### src/rtl/flag_pkg.sv
// rtl/flag_pkg.sv - flag record type, flag bit indices and reduction-tree sizing helpers
package flag_pkg;

    typedef struct packed {
        logic z;
        logic n;
        logic c;
        logic v;
    } flags_t;

    localparam int FLAG_Z = 3;
    localparam int FLAG_N = 2;
    localparam int FLAG_C = 1;
    localparam int FLAG_V = 0;

    // Width of the node vector entering a given tree level (level 0 sees the raw result).
    function automatic int level_width(input int width, input int level);
        int w;
        w = width;
        for (int i = 0; i < level; i++) begin
            w = (w + 3) / 4;
        end
        return w;
    endfunction

    // Bit offset of a level's node vector inside the flattened node bus.
    function automatic int level_offset(input int width, input int level);
        int off;
        off = 0;
        for (int i = 0; i < level; i++) begin
            off = off + level_width(width, i);
        end
        return off;
    endfunction

    function automatic int tree_levels(input int width);
        int n;
        int lv;
        n  = (width + 3) / 4;
        lv = 1;
        while (n > 1) begin
            n  = (n + 3) / 4;
            lv = lv + 1;
        end
        return lv;
    endfunction

endpackage

### src/rtl/zero_reduce4.sv
// rtl/zero_reduce4.sv - one radix-4 level of the zero-detect tree (NOR4 leaf or AND4 interior)
module zero_reduce4 #(
    parameter int N_IN     = 32,
    parameter bit NOR_MODE = 1'b1
) (
    input  logic [N_IN-1:0]         din,
    output logic [(N_IN+3)/4-1:0]   dout
);

    localparam int N_OUT = (N_IN + 3) / 4;
    localparam int N_PAD = N_OUT * 4;

    logic [N_PAD-1:0] padded;

    // Leaf padding is 0 (result zero-extension); interior padding is 1 so AND is unaffected.
    if (N_PAD > N_IN) begin : g_pad
        assign padded = {{(N_PAD - N_IN){~NOR_MODE}}, din};
    end else begin : g_nopad
        assign padded = din;
    end

    for (genvar g = 0; g < N_OUT; g++) begin : g_grp
        if (NOR_MODE) begin : g_nor
            assign dout[g] = ~|padded[4*g +: 4];
        end else begin : g_and
            assign dout[g] = &padded[4*g +: 4];
        end
    end

endmodule

### src/rtl/flag_unit.sv
// rtl/flag_unit.sv - pipelined zero-flag tree with N/C/V sidebands and architectural flag register
module flag_unit
    import flag_pkg::*;
#(
    parameter int WIDTH = 32,
    parameter int PIPE  = 1
) (
    input  logic             clk,
    input  logic             reset_n,
    input  logic             in_valid,
    input  logic [WIDTH-1:0] result,
    input  logic             carry_in,
    input  logic             ovf_in,
    input  logic             set_flags,
    input  logic             stall,
    input  logic             flush,
    input  logic             wr_flags,
    input  logic [3:0]       wr_data,
    output logic             flag_z,
    output logic             flag_n,
    output logic             flag_c,
    output logic             flag_v,
    output logic             out_valid,
    output logic             out_zero,
    output logic             flags_pending
);

    localparam int LEVELS    = tree_levels(WIDTH);
    localparam int NODE_BITS = level_offset(WIDTH, LEVELS + 1);
    localparam int Z_OFF     = level_offset(WIDTH, LEVELS);

    // Node vectors of every level packed back to back; slot l feeds tree level l.
    logic [NODE_BITS-1:0] node;
    logic [LEVELS:0]      vld;
    logic [LEVELS:0]      sfl;
    logic [LEVELS:0]      nfl;
    logic [LEVELS:0]      cfl;
    logic [LEVELS:0]      ofl;
    logic [LEVELS-1:0]    pend;

    assign node[0 +: WIDTH] = result;
    assign vld[0] = in_valid;
    assign sfl[0] = set_flags;
    assign nfl[0] = result[WIDTH-1];
    assign cfl[0] = carry_in;
    assign ofl[0] = ovf_in;

    for (genvar l = 0; l < LEVELS; l++) begin : g_lvl
        localparam int W_IN    = level_width(WIDTH, l);
        localparam int W_OUT   = level_width(WIDTH, l + 1);
        localparam int OFF_IN  = level_offset(WIDTH, l);
        localparam int OFF_OUT = level_offset(WIDTH, l + 1);

        logic [W_OUT-1:0] red;

        zero_reduce4 #(
            .N_IN     (W_IN),
            .NOR_MODE (l == 0)
        ) u_red (
            .din  (node[OFF_IN +: W_IN]),
            .dout (red)
        );

        if (l < PIPE) begin : g_reg
            logic [W_OUT-1:0] d_q;
            logic             v_q;
            logic             sf_q;
            logic             n_q;
            logic             c_q;
            logic             o_q;

            always_ff @(posedge clk or negedge reset_n) begin
                if (!reset_n) begin
                    d_q  <= '0;
                    v_q  <= 1'b0;
                    sf_q <= 1'b0;
                    n_q  <= 1'b0;
                    c_q  <= 1'b0;
                    o_q  <= 1'b0;
                end else begin
                    if (flush) begin
                        v_q <= 1'b0;
                    end else if (!stall) begin
                        v_q <= vld[l];
                    end
                    if (!stall) begin
                        d_q  <= red;
                        sf_q <= sfl[l];
                        n_q  <= nfl[l];
                        c_q  <= cfl[l];
                        o_q  <= ofl[l];
                    end
                end
            end

            assign node[OFF_OUT +: W_OUT] = d_q;
            assign vld[l+1] = v_q;
            assign sfl[l+1] = sf_q;
            assign nfl[l+1] = n_q;
            assign cfl[l+1] = c_q;
            assign ofl[l+1] = o_q;
            assign pend[l]  = v_q & sf_q;
        end else begin : g_comb
            assign node[OFF_OUT +: W_OUT] = red;
            assign vld[l+1] = vld[l];
            assign sfl[l+1] = sfl[l];
            assign nfl[l+1] = nfl[l];
            assign cfl[l+1] = cfl[l];
            assign ofl[l+1] = ofl[l];
            assign pend[l]  = 1'b0;
        end
    end

    logic   retire;
    logic   z_ret;
    flags_t flags_q;
    flags_t flags_new;

    // A retiring op is dropped while stalled or flushed, so out_valid and flag load share one qualifier.
    assign retire    = vld[LEVELS] & ~stall & ~flush;
    assign z_ret     = node[Z_OFF];
    assign flags_new = '{z: z_ret, n: nfl[LEVELS], c: cfl[LEVELS], v: ofl[LEVELS]};

    always_ff @(posedge clk or negedge reset_n) begin
        if (!reset_n) begin
            flags_q <= '0;
        end else if (wr_flags) begin
            flags_q <= flags_t'(wr_data);
        end else if (retire && sfl[LEVELS]) begin
            flags_q <= flags_new;
        end
    end

    assign out_valid     = retire;
    assign out_zero      = retire & z_ret;
    assign flags_pending = |pend;
    assign flag_z        = flags_q.z;
    assign flag_n        = flags_q.n;
    assign flag_c        = flags_q.c;
    assign flag_v        = flags_q.v;

endmodule

### config.mk
export PLATFORM = sky130hd
export DESIGN_NAME = flag_unit
export DESIGN_NICKNAME = d
export VERILOG_FILES = /design/src/rtl/flag_pkg.sv /design/src/rtl/zero_reduce4.sv /design/src/rtl/flag_unit.sv
export SDC_FILE = /design/constraint.sdc
export NUM_CORES = 1
export LEC_CHECK = 0
export ABC_AREA = 1
export CORE_ASPECT_RATIO = 0.7
export CORE_MARGIN = 2
export CORE_UTILIZATION = 38
export DETAILED_ROUTE_END_ITERATION = 8
export GPL_TIMING_DRIVEN = 0
export PLACE_DENSITY = 0.81
export SLEW_MARGIN = 20
export SYNTH_ARGS = -nofsm -noshare
export SYNTH_HDL_FRONTEND = slang
export SYNTH_SLANG_ARGS = --single-unit
### constraint.sdc
create_clock -name clk -period 1.8 [get_ports clk]
set_input_delay 0.27 -clock clk [delete_from_list [all_inputs] [get_ports clk]]
set_output_delay 0.27 -clock clk [all_outputs]
set_load 0.1 [all_outputs]
# Word-level counts from Yosys, hierarchy flattened
# Index checks and enable logic that the tools add are counted.
dict set report word_totals {
  register_bits 17
  in_bits 45
  out_inout_bits 7
  elab_cells 40
}
dict set report op_classes {
  n_eq_ne 1
  n_mux 4
  n_bitwise 6
  reduce_logical 19
}
# operator count
set op_table {}
lappend op_table {{4-bit OR reduction} 8}
lappend op_table {{1-bit zero test} 8}
lappend op_table {{4-bit 2-to-1 mux} 2}
lappend op_table {{8-bit AND reduction} 1}
lappend op_table {{1-bit bitwise AND} 4}
lappend op_table {{1-bit 2-to-1 mux} 2}
lappend op_table {{2-bit by 1-bit inequality test with 1-bit output (second input constant)} 1}
lappend op_table {{1-bit inverter} 2}
lappend op_table {{2-bit nonzero test} 1}
lappend op_table {{1-bit logical AND} 1}

# Longest topological paths before layout
dict set report logic_depth {
  depth_word 6
  mapped_depth 6
  ltp_nobuf 6
}

# By module
# A second synthesis with hierarchy kept.
dict set report unflattened {
  hier_cells 154
  hier_area_um2 987.2
}
# module instances cells_each area_per_inst_um2 seq_area_each_um2
set modules_own_cells {}
lappend modules_own_cells {flag_unit 1 90 747.0 425.4}
lappend modules_own_cells {{zero_reduce4 at g_lvl[0].u_red} 1 56 210.2 0.0}
lappend modules_own_cells {{zero_reduce4 at g_lvl[1].u_red} 1 6 22.5 0.0}
lappend modules_own_cells {{zero_reduce4 at g_lvl[2].u_red} 1 2 7.5 0.0}

# Least setup slack after synthesis
# Ideal clock, no wire load.
dict set report synth_timing {
  kind {in2out}
  startpoint {input port flush}
  endpoint {output port out_zero}
  arrival_ns 2.533
  required_time_ns 1.530
  slack_ns -1.003
  stages 3
  path_buffers 0
  path_cell_list {nor2_2 nand2_1 nor3_1}
}
dict set report synth_between {
  elab_chain_len 3
}
# item line
set synth_lines {}
lappend synth_lines {{start, declared} flag_unit.sv:16} ;# input logic flush,
lappend synth_lines {{1-bit inverter} flag_unit.sv:120} ;# assign retire = vld[LEVELS] & ~stall & ~flush;
lappend synth_lines {{1-bit bitwise AND} flag_unit.sv:120}
lappend synth_lines {{1-bit bitwise AND} flag_unit.sv:135} ;# assign out_zero = retire & z_ret;
lappend synth_lines {{end, declared} flag_unit.sv:24} ;# output logic out_zero,
# No other way between the ends.

# Final worst setup path
dict set report layout_timing {
  startpoint {register flags_q, in the netlist flag_z}
  endpoint {output port flag_z}
}
# item line
set layout_lines {}
lappend layout_lines {{start, declared} flag_unit.sv:116} ;# flags_t flags_q;
lappend layout_lines {{start signal, assigned} flag_unit.sv:128} ;# flags_q <= flags_t'(wr_data);
lappend layout_lines {{start signal, assigned} flag_unit.sv:130} ;# flags_q <= flags_new;
lappend layout_lines {{end, declared} flag_unit.sv:19} ;# output logic flag_z,
# No word-level cell between the ends.

==> summary.txt <==
Clock latency on the worst-skew pair: 0.29 ns
Post-synth top area cell: dfrtp_1
Startpoint Class: flop
Crit end category: primary output
Hold Buf Count CTS: 0
Power share of the clock group: 0.229
Leading cell type in the layout, fill and taps excluded: nand2_1
CP cell instances: clkdlybuf4s15_1
Syn Nets: 161
Synthesis Warnings: 0
Slew @ Worst Pin: 0.945 ns
Slew margin rel.: 0.373
Combinational share of power: 0.301
Initial Util: 0.394
Die H: 43.2 um
DR DRC count: 0
CTS Sinks: 17
CP max FO: 2
Core Area: 2120 um2
Via Count: 884
Vias in the first global route: 859
Switching fraction of total power: 0.319
CTS tree: yes
Endpoints failing setup: 0
Outcome: completed
Vias per inst: 4.38
Critical path arrival: 1.48 ns
CTS resizes: 19
Die area: 2590 um2
Yosys reg bits: 17
Top post-synthesis cells by area: dfrtp_1, nand2_1, nor2_1
Final Hold Viols: 0
GR Util All Layers: 0.184
Cell variety after synth: 14
Max-slew violation count: 0
Die W: 60.0 um
H-tree depth: 1
Final hold slack: 0.326 ns
First-pass GRT wire length: 3440 um
Syn_area_per_cell: 7.19 um2
1st-iter DRT viols: 11
Post-CTS setup buffers: 0
First-pass detailed-route iteration total: 4
Clk root buf: clkbuf_4
Multi-input logic area: 360 um2
P_int: 610 uW
Max Cap Viol: 0
CP max stage cell: clkdlybuf4s15_1
Share of layout cells above drive strength 1: 0.100
Nets: 216
Largest delay share family, worst path: buffers and inverters
Gpl congestion: 0.835
Clock Pin Slew Worst Setup and Hold Paths: 0.10 ns
Critical Path Max Stage Delay: 0.82 ns
Register area: 425 um2
Crit share post-route: 0.970
N_diodes: 0
# IOs: 52
Drt total wl: 1980 um
Max VDD drop: 0.000405 V
Most frequent cells in the layout: nand2_1, clkdlybuf4s50_1, nor2_1
Highest Clock Rate: 573 MHz
Leak pwr: 0.000737 uW
Num CTS Buffers: 3
Worst Hold Class: in2reg
WS Path Type: reg2out
Fin crit period: 1.75 ns
Skew final: 0.00240 ns
Area Overhead vs Synth: 70.0%
Bufs on Longest Clock Path: 2
Sequential-to-total area share from yosys stat: 0.510
PortBufs: 50
Power, Total: 896 uW
DP HPWL: 1630 um
WP buf/inv: 1
Drt wl/cell: 9.82 um
Largest net degree at the start of global routing: 18
Initial antenna violation count: 0
Synthesized instance count: 116
FILL cells: 197
Pwr dens: 631 nW/um2
Sw Pwr: 286 uW
RSZ-0062 raised after global routing: no
# rows: 14
Worst path required time: 1.53 ns
Register share of total power: 0.470
Synthesized area: 835 um2
Post-route ant nets: 0
Total gr overflow: 0
Top-area cell type share of the netlist area: 0.510
-- cell families (layout without fill, tap and decap cells) --
logic type / Yosys count / after routing / synth area share
AOI/OAI and AO/OA: 6 / 6 / 0.0360
buffers and inverters: 15 / 69 / 0.0720
DFF: 17 / 17 / 0.510
and+or+nand+nor: 78 / 78 / 0.382
-- cell usage after synthesis (all sizes together) --
master  count
a21oi       1
buf         3
dfrtp      17
inv        12
nand2      45
nand3      10
nor2       20
nor3        3
o21ai       5
-- worst paths after layout --
kind                                              startpoint                                 to  slack (ns)  cells past startpoint
max                                       flag_z$_DFFE_PN0P_                             flag_z        0.05                      1
min                                                 wr_flags                 flag_z$_DFFE_PN0P_        0.33                      3
max reg2reg                g_lvl[0].g_reg.d_q[0]$_DFFE_PN0N_                 flag_z$_DFFE_PN0P_        0.88                      6
min reg2reg                               flag_n$_DFFE_PN0P_                 flag_n$_DFFE_PN0P_        0.48                      2
max in group asynchronous                            reset_n     g_lvl[0].g_reg.n_q$_DFFE_PN0N_        0.93                      1
min in group asynchronous                            reset_n  g_lvl[0].g_reg.d_q[1]$_DFFE_PN0N_        0.41                      1
-- registers in the layout, summed over array words and instances, names as in the netlist --
register and flops:
flag_v 1, g_lvl.g_reg.n_q 1, flag_n 1, g_lvl.g_reg.sf_q 1, g_lvl.g_reg.c_q 1, g_lvl.g_reg.o_q 1, flag_c 1, g_lvl.g_reg.v_q 1
g_lvl.g_reg.d_q 8, flag_z 1
-- routing by layer --
layer / track usage / vias up / wire length (um) / share of wire
met1: 0.192 / 377 / 774 / 0.39
met2: 0.328 / 35 / 1010 / 0.51
met4: 0.0667 / 0 / 51 / 0.026
met5: 0 / - / 0 / 0
li1: - / 466 / - / -
met3: 0.0732 / 6 / 152 / 0.077
-- through the flow --
step | utilization | worst slack, ns | cells | area, um2 | setup TNS [ns]
after CTS | 0.663 | 0.00380 | 202 | 1410 | 0
after floorplan | - | 0.227 | 116 | 846 | 0
after detailed placement | 0.654 | -0.841 | 198 | 1390 | -1.62
final | 0.669 | 0.0540 | 202 | 1420 | 0
after global routing | 0.669 | 0.00340 | 202 | 1420 | 0
after global placement | 0.654 | -0.855 | 198 | 1390 | -1.64
-- power groups by stage --
stage | Combinational (uW) | Sequential, uW | Clock [uW]
2_1_floorplan | 66.1 | 501 | 0
3_3_place_gp | 274 | 428 | 0
3_5_place_dp | 278 | 429 | 0
4_1_cts | 271 | 421 | 207
5_1_grt | 291 | 425 | 222
6_report | 270 | 421 | 205
-- area by class of cell --
type,instances,share of cell area
tap,32,0.0282
timing repair buffer,50,0.357
multi-input combinational,84,0.254
inverter,12,0.0317
buffer,3,0.0106
sequential,17,0.300
clock buffer,4,0.0185
No activity file was read; power rests on OpenSTA's default activity.
